[src/rtl/mem_access_ctrl.sv]
// Load/store controller in front of a single-port word-addressed RAM; sub-word stores use read-modify-write.
// Optional build macro MEMCTL_BOUNDS_CHECK_EN turns out-of-range addresses into error responses.
module mem_access_ctrl #(
  parameter int ADDR_W   = 16,
  parameter int DEPTH    = 51200,
  parameter int READ_LAT = 1
) (
  input  logic              clk,
  input  logic              rst,
  input  logic              req_valid,
  output logic              req_ready,
  input  logic              req_we,
  input  logic [1:0]        req_size,
  input  logic              req_signed,
  input  logic [31:0]       req_addr,
  input  logic [31:0]       req_wdata,
  output logic              rsp_valid,
  output logic [31:0]       rsp_rdata,
  output logic              rsp_err,
  output logic              mem_en,
  output logic              mem_wen,
  output logic [ADDR_W-1:0] mem_addr,
  output logic [31:0]       mem_din,
  input  logic [31:0]       mem_dout
);

  // state | meaning
  // IDLE  | ready for a request
  // RD    | RAM read strobe
  // WAIT  | waiting READ_LAT cycles for mem_dout
  // WR    | RAM write strobe
  // RESP  | one-cycle response pulse
  typedef enum logic [2:0] {IDLE, RD, WAIT, WR, RESP} state_t;

  state_t            state;
  logic              r_we;
  logic [1:0]        r_size;
  logic              r_signed;
  logic [1:0]        r_lane;
  logic [31:0]       r_wdata;
  logic [1:0]        wait_cnt;
  logic              req_err;
  logic [ADDR_W-1:0] word_idx;
  logic [31:0]       merged;
  logic [31:0]       ld_data;
  logic [4:0]        byte_sh;
  logic [4:0]        half_sh;
  logic [7:0]        byte_sel;
  logic [15:0]       half_sel;

  assign word_idx  = req_addr[ADDR_W+1:2];
  assign req_ready = (state == IDLE);
  assign rsp_valid = (state == RESP);
  assign mem_en    = (state == RD) || (state == WR);
  assign mem_wen   = (state == WR);

`ifndef MEMCTL_BOUNDS_CHECK_EN
  wire unused_addr_hi = &{1'b0, req_addr[31:ADDR_W+2]};
`endif

  always_comb begin
    req_err = 1'b0;
    case (req_size)
      2'b00:   req_err = 1'b0;
      2'b01:   req_err = req_addr[0];
      2'b10:   req_err = |req_addr[1:0];
      default: req_err = 1'b1;
    endcase
`ifdef MEMCTL_BOUNDS_CHECK_EN
    if ((32'(word_idx) >= 32'(DEPTH)) || (|req_addr[31:ADDR_W+2]))
      req_err = 1'b1;
`endif
  end

  // Big-endian lanes: lane 0 is the most significant byte, so shift = (3 - lane) * 8.
  always_comb begin
    byte_sh  = {~r_lane, 3'b000};
    half_sh  = {~r_lane[1], 4'b0000};
    byte_sel = 8'(mem_dout >> byte_sh);
    half_sel = 16'(mem_dout >> half_sh);
    merged   = mem_dout;
    ld_data  = mem_dout;
    case (r_size)
      2'b00: begin
        merged  = (mem_dout & ~(32'h0000_00FF << byte_sh)) | ({24'd0, r_wdata[7:0]} << byte_sh);
        ld_data = r_signed ? {{24{byte_sel[7]}}, byte_sel} : {24'd0, byte_sel};
      end
      2'b01: begin
        merged  = (mem_dout & ~(32'h0000_FFFF << half_sh)) | ({16'd0, r_wdata[15:0]} << half_sh);
        ld_data = r_signed ? {{16{half_sel[15]}}, half_sel} : {16'd0, half_sel};
      end
      default: begin
        merged  = r_wdata;
        ld_data = mem_dout;
      end
    endcase
  end

  always_ff @(posedge clk or posedge rst) begin
    if (rst) begin
      state     <= IDLE;
      r_we      <= 1'b0;
      r_size    <= 2'b00;
      r_signed  <= 1'b0;
      r_lane    <= 2'b00;
      r_wdata   <= 32'd0;
      wait_cnt  <= 2'd0;
      rsp_rdata <= 32'd0;
      rsp_err   <= 1'b0;
      mem_addr  <= '0;
      mem_din   <= 32'd0;
    end else begin
      case (state)
        IDLE: if (req_valid) begin
          r_we     <= req_we;
          r_size   <= req_size;
          r_signed <= req_signed;
          r_lane   <= req_addr[1:0];
          r_wdata  <= req_wdata;
          if (req_err) begin
            rsp_err   <= 1'b1;
            rsp_rdata <= 32'd0;
            state     <= RESP;
          end else begin
            mem_addr <= word_idx;
            if (req_we && (req_size == 2'b10)) begin
              mem_din <= req_wdata;
              state   <= WR;
            end else begin
              state <= RD;
            end
          end
        end
        RD: begin
          wait_cnt <= 2'(READ_LAT - 1);
          state    <= WAIT;
        end
        WAIT: begin
          if (wait_cnt == 2'd0) begin
            if (r_we) begin
              mem_din <= merged;
              state   <= WR;
            end else begin
              rsp_rdata <= ld_data;
              state     <= RESP;
            end
          end else begin
            wait_cnt <= wait_cnt - 2'd1;
          end
        end
        WR: state <= RESP;
        RESP: begin
          rsp_err   <= 1'b0;
          rsp_rdata <= 32'd0;
          state     <= IDLE;
        end
        default: state <= IDLE;
      endcase
    end
  end

endmodule

[config.mk]
export PLATFORM = sky130hd
export DESIGN_NAME = mem_access_ctrl
export DESIGN_NICKNAME = d
export VERILOG_FILES = /design/src/rtl/mem_access_ctrl.sv
export SDC_FILE = /design/constraint.sdc
export NUM_CORES = 1
export LEC_CHECK = 0
export ABC_AREA = 0
export BUFFER_PORTS_ARGS = -buffer_cell sky130_fd_sc_hd__buf_4
export CORE_MARGIN = 2
export CORE_UTILIZATION = 30
export CTS_BUF_LIST = sky130_fd_sc_hd__clkbuf_4 sky130_fd_sc_hd__clkbuf_8
export DETAILED_ROUTE_END_ITERATION = 7
export SLEW_MARGIN = 25
export SYNTH_ARGS = -nofsm -noshare
export SYNTH_HDL_FRONTEND = slang
export SYNTH_SLANG_ARGS = --single-unit
[constraint.sdc]
create_clock -name clk -period 4.1 [get_ports clk]
set_input_delay 0.205 -clock clk [delete_from_list [all_inputs] [get_ports clk]]
set_output_delay 0.205 -clock clk [all_outputs]
set_load 0.03 [all_outputs]
Yosys cells after proc, flatten, opt, wreduce, memory -nomap -nowiden
Index checks and enable logic that the tools add are counted.
{ "word_totals": {"reg_bits": 124, "out_inout_bits": 85, "wordCells": 87, "in_bits": 103} }
{ "classes": {"eq_ne": 15, "shifts": 6, "n_mux": 27, "reduce_logical": 18, "bitwise_logic": 9, "addsub": 1} }
{ "op_table": {"columns": ["op", "n"], "rows": [
  ["32-bit 2-to-1 mux", 11],
  ["32-bit one-hot mux with 2 select lines", 3],
  ["32-bit one-hot mux with 3 select lines", 1],
  ["32-bit AND", 2],
  ["32-bit inverter", 2],
  ["32-bit OR", 2],
  ["16-bit by 5-bit << shifter with 32-bit output", 1],
  ["16-bit by 5-bit << shifter with 32-bit output (first input constant)", 1],
  ["8-bit by 5-bit << shifter with 32-bit output", 1],
  ["8-bit by 5-bit << shifter with 32-bit output (first input constant)", 1],
  ["32-bit by 5-bit >> shifter with 16-bit output", 1],
  ["32-bit by 5-bit >> shifter with 8-bit output", 1],
  ["3-bit 2-to-1 mux", 4],
  ["2-bit != test (second input constant)", 6],
  ["3-bit one-hot mux with 4 select lines", 1],
  ["3-bit by 2-bit equality test with 1-bit output (second input constant)", 2],
  ["2-bit logical NOT", 3],
  ["2-bit AND reduction", 3],
  ["3-bit AND reduction", 2],
  ["6-bit AND reduction", 1],
  ["2-bit nonzero test", 3],
  ["5-bit AND reduction", 1],
  ["2-bit by 1-bit equality test with 1-bit output (second input constant)", 2],
  ["2-bit 2-to-1 mux", 2],
  ["other kinds (16)", 19]
]} }

Longest topological paths before layout
{ "logic_depth": {"ltp_word": 9, "mapped_depth": 8} }

Worst setup path before layout
OpenSTA, ideal clock, no wires.
{ "synth_timing": {"kind": "reg2reg", "from": "register state[0]", "to": "register rsp_rdata[24]", "path_stages_with_launch": 6, "setup_slack_ps": 1900, "required_ps": 3978, "period_less_slack_ps": 2200, "arrival_ps": 2078, "cell_sequence": "dfrtp_1 buf_2 nor3b_1 a211oi_2 buf_2 a32o_1"} }
{ "synth_between": {"elab_chain_cells": 3, "elab_cells_between_ends": 10, "classes_between": "eq/ne: 6; mux: 1; reduce/logical: 3"} }
{ "synth_lines": {"columns": ["element", "line_no", "rtl"], "rows": [
  ["start: declaration", "35", "state_t state;"],
  ["start signal: assignment", "101", "state <= IDLE;"],
  ["start signal: assignment", "123", "state <= RESP;"],
  ["start signal: assignment", "128", "state <= WR;"],
  ["3-bit equality test *", null, null],
  ["via rsp_valid", "17", "output logic rsp_valid,"],
  ["3-bit nonzero test (no line)", null, null],
  ["5-bit AND reduction (no line)", null, null],
  ["end signal: assignment", "144", "rsp_rdata <= ld_data;"],
  ["end: declaration", "18", "output logic [31:0] rsp_rdata,"]
]} }
The timed path passes the listed nets; every way through them passes the cells marked *.
A chain may end at the register's enable or synchronous reset.

Final worst setup path
{ "layout_timing": {"from": "register wait_cnt[0]", "to": "register mem_din[5]"} }
{ "layout_between": {"elab_chain_cells": 3} }
{ "layout_lines": {"columns": ["element", "line_no", "rtl"], "rows": [
  ["start: declaration", "41", "logic [1:0] wait_cnt;"],
  ["start signal: assignment", "135", "wait_cnt <= 2'(READ_LAT - 1);"],
  ["start signal: assignment", "148", "wait_cnt <= wait_cnt - 2'd1;"],
  ["2-bit logical NOT", "139", "if (wait_cnt == 2'd0) begin"],
  ["2-bit != test (no line)", null, null],
  ["6-bit AND reduction (no line)", null, null],
  ["end signal: assignment", "127", "mem_din <= req_wdata;"],
  ["end signal: assignment", "141", "mem_din <= merged;"],
  ["end: declaration", "23", "output logic [31:0] mem_din,"]
]} }
Every way passes these cells.

==> impl_results.rst <==
.. list-table::
   :header-rows: 1

   * - Metric
     - Value
   * - Result of the run
     - complete, no violations
   * - Synthesis-stage register bit count
     - 124
   * - Part of the Yosys area used for sequential elements
     - 46.5%
   * - Kind of path behind the tightest hold check
     - primary input to register
   * - Gate count of the mapped netlist
     - 607
   * - Top FF cell, synth
     - dfrtp_1
   * - Register-to-register path setup slack
     - 1510 ps
   * - Normalized max-slew margin
     - 34.9%
   * - Max Fclk
     - 0.385 GHz
   * - Via count
     - 5644
   * - Multi-input gate area
     - 0.00326 mm2
   * - Count of endpoints failing hold in the final timing report
     - 0
   * - Die Wd
     - 153 um
   * - Slowest cell on the critical path
     - or2_1
   * - Global route overflow
     - 0
   * - Worst path cell trace
     - inv_1 > ha_1 > and3_1 > a31oi_1 > buf_4 > or2_1 > buf_4 > o31ai_1
   * - Min Clock Period, post-route
     - 2590 ps
   * - Initial standard-cell utilization of the core
     - 30.6%
   * - Cell with the most instances after synthesis
     - dfrtp_1
   * - Mapped cell area
     - 0.00668 mm2
   * - Count of input and output buffers
     - 173
   * - Number of H-tree levels
     - 4
   * - Critical-path maximum fanout
     - 25
   * - Final slew viol count
     - 0
   * - Leak pwr
     - 4.01 nW
   * - I/O pin count
     - 188
   * - Overall die height
     - 153 um
   * - Peak supply drop
     - 0.000357 V
   * - Number of global-route vias before repair
     - 5612
   * - Root Buffer Master
     - clkbuf_8
   * - Area enclosed by the die boundary
     - 0.0235 mm2
   * - Required time reported for the critical path endpoint
     - 4420 ps
   * - Global-route wire length before repair
     - 33200 um
   * - Post-synth net total
     - 711
   * - Async set-or-reset flop fraction in the synthesized netlist
     - 100%
   * - Top cell type by total area after synthesis
     - dfrtp_1
   * - Category of the critical setup timing path
     - register to register
   * - Total wire length after detailed routing
     - 21400 um
   * - Cell area power density
     - 811 mW/mm2
   * - Sequential standard cell area
     - 0.00310 mm2
   * - CP most frequent cell
     - buf_4
   * - Number of filler instances in the final layout
     - 2142
   * - Total setup violations reported at the end of the flow
     - 0
   * - PostCTS Resize Cnt
     - 0
   * - Synth area leaders
     - dfrtp_1 46%, mux2_2 7.8%, mux2i_1 6.3%, a32o_1 3.6%, o21ai_0 2.7%
   * - Proportion of layout cells with a drive suffix above 1
     - 35.4%
   * - Placement-stage worst setup slack
     - 1530 ps
   * - Number of synthesized flops with an enable pin
     - 0
   * - Avg Inst Size Synth
     - 11.0 um2
   * - Number of cells in the finished layout apart from fillers
     - 1098
   * - Number of placed instances, taps included
     - 1016
   * - Buffer levels on the longest clock path
     - 2
   * - Area of the core region
     - 0.0218 mm2
   * - Startpoint type of the worst setup path
     - register
   * - P&R area growth vs syn
     - 35.8%
   * - DRC violation total after the first TritonRoute iteration
     - 264
   * - Clock buffer count from CTS
     - 17
   * - Total number of clock tree sinks
     - 124
   * - Measured slew at the worst slew-check pin
     - 976 ps
   * - Router iterations before antenna repair
     - 4
   * - Arrival @ worst endpoint
     - 2910 ps
   * - Number of antenna violations at the first check in global routing
     - 1
   * - Commonest cells post-synth
     - 124 x dfrtp_1, 46 x mux2_2, 44 x nor2_1, 42 x mux2i_1, 36 x o21ai_0
   * - Yosys warns
     - 0
   * - Count of nets left with antenna violations after detail routing
     - 0
   * - Average routed wire per standard cell
     - 19.5 um
   * - Clock transition time at the flip-flop clock pins of the worst setup and hold paths
     - 80 ps
   * - Setup clock skew after layout
     - 14.2 ps
   * - Pin count of the biggest net entering global routing
     - 61
   * - Final critical-path share of the clock period
     - 63.3%
   * - Unrepaired setup endpoints after global routing
     - no
   * - Total routing usage reported by global routing
     - 18.2%
   * - HPWL after DPL
     - 15200 um
   * - Area fraction of the dominant cell type after synthesis
     - 46.5%
   * - Cell variety after synth
     - 49
   * - Max incr delay on CP
     - 460 ps
   * - Number of nets in the final layout
     - 909
   * - Routability-driven placement congestion ratio
     - 0.809
   * - TritonCTS clock tree
     - yes
   * - Cell row count
     - 54
   * - Hold_ws
     - 22.0 ps
   * - Final routed DRC violation total
     - 0
   * - Vias per Instance
     - 5.14
   * - Maximum capacitance violations
     - 0
   * - Worst skew pair latency
     - 460 ps
   * - Worst setup EP type
     - register
   * - Fin worst setup slack
     - 1510 ps
   * - Setup TNS
     - 0 ps
==> cell families after synthesis <==
group | count (synthesis) | synth area share, %
AO/OA/AOI/OAI | 167 | 19.0
AND/OR/NAND/NOR | 143 | 12.1
flip-flops | 124 | 46.5
multiplexers | 104 | 17.2
buffers and inverters | 68 | 5.06
adder cells (fa/ha/maj) | 1 | 0.187
==> report_power, final <==
group          switching, mW  internal (mW)
Combinational           2.21           1.61
Sequential             0.592           1.78
Clock                  0.545          0.617
==> repair_timing <==
action	CTS	global route
endpoints found under the hold margin	107	0
setup buffers	0	0
hold buffers	50	0
==> metrics by stage <==
stage	util [%]	instance area, um2	power (mW)
floorplan	-	6680	4.94
global placement	37.3	8150	6.13
detailed placement	37.3	8150	6.19
CTS	41.5	9060	7.41
global route	41.5	9060	7.79
finish	41.5	9060	7.35
==> worst max-delay path, delay by kind of cell (launching register included) <==
family / cells / cell delay [ps]
compound gates: 2 / 290
fa+ha+maj: 1 / 280
buf+inv: 3 / 800
flops: 1 / 390
simple gates: 2 / 680
==> cell type report <==
class	count	share of cell area, %
clock inverter	13	1.85
multi-input combinational	415	35.9
tap	280	3.86
timing repair buffer	235	20.8
clock buffer	18	2.73
inverter	12	0.524
antenna	1	0.0276
sequential	124	34.2
==> final timing paths <==
check,endpoint,startpoint,depth (start not counted)
hold / removal,r_size[1]$_DFFE_PP0P_,req_size[1],2
setup / recovery,mem_din[5]$_DFFE_PP0P_,wait_cnt[0]$_DFFE_PP0P_,8
setup reg to reg,mem_din[5]$_DFFE_PP0P_,wait_cnt[0]$_DFFE_PP0P_,8
hold reg to reg,mem_addr[8]$_DFFE_PP0P_,mem_addr[8]$_DFFE_PP0P_,1
min in group asynchronous,mem_addr[4]$_DFFE_PP0P_,rst,3
max in group asynchronous,r_wdata[4]$_DFFE_PP0P_,rst,4
==> registers in the layout, summed over array words and instances (netlist names), 2 cells and up <==
signal and count:
rsp_rdata 32, state 3, mem_din 32, wait_cnt 2, r_lane 2, mem_addr 16, r_wdata 32, r_size 2
==> cell usage in the layout (no fill, tap or decap), drive strengths merged, types with 5 or more instances in the layout <==
cell / synthesis / final
a221oi: 16 / 16
dfrtp: 124 / 124
clkinvlp: 0 / 5
mux2i: 42 / 42
nor3b: 20 / 20
o21ai: 44 / 44
o221ai: 8 / 8
nand2b: 27 / 27
a21oi: 12 / 12
dlygate4sd3: 0 / 50
o22ai: 9 / 9
nor2: 45 / 45
inv: 12 / 14
o31ai: 25 / 25
nor3: 17 / 17
o31a: 8 / 8
a32o: 24 / 24
nor2b: 21 / 21
a211oi: 9 / 9
clkbuf: 26 / 18
buf: 30 / 185
mux2: 61 / 61
==> layer usage <==
| metal | track usage [%] | wire (um) | part of all wire, % | up-vias |
|---|---|---|---|---|
| met5 | 0 | 0 | 0 | - |
| met4 | 4.85 | 309 | 1.4 | 0 |
| met3 | 3.83 | 1060 | 5.0 | 23 |
| met2 | 29.5 | 10400 | 49 | 160 |
| met1 | 24.9 | 9640 | 45 | 2801 |
| li1 | - | - | - | 2660 |
No activity file was read; power rests on OpenSTA's default activity.
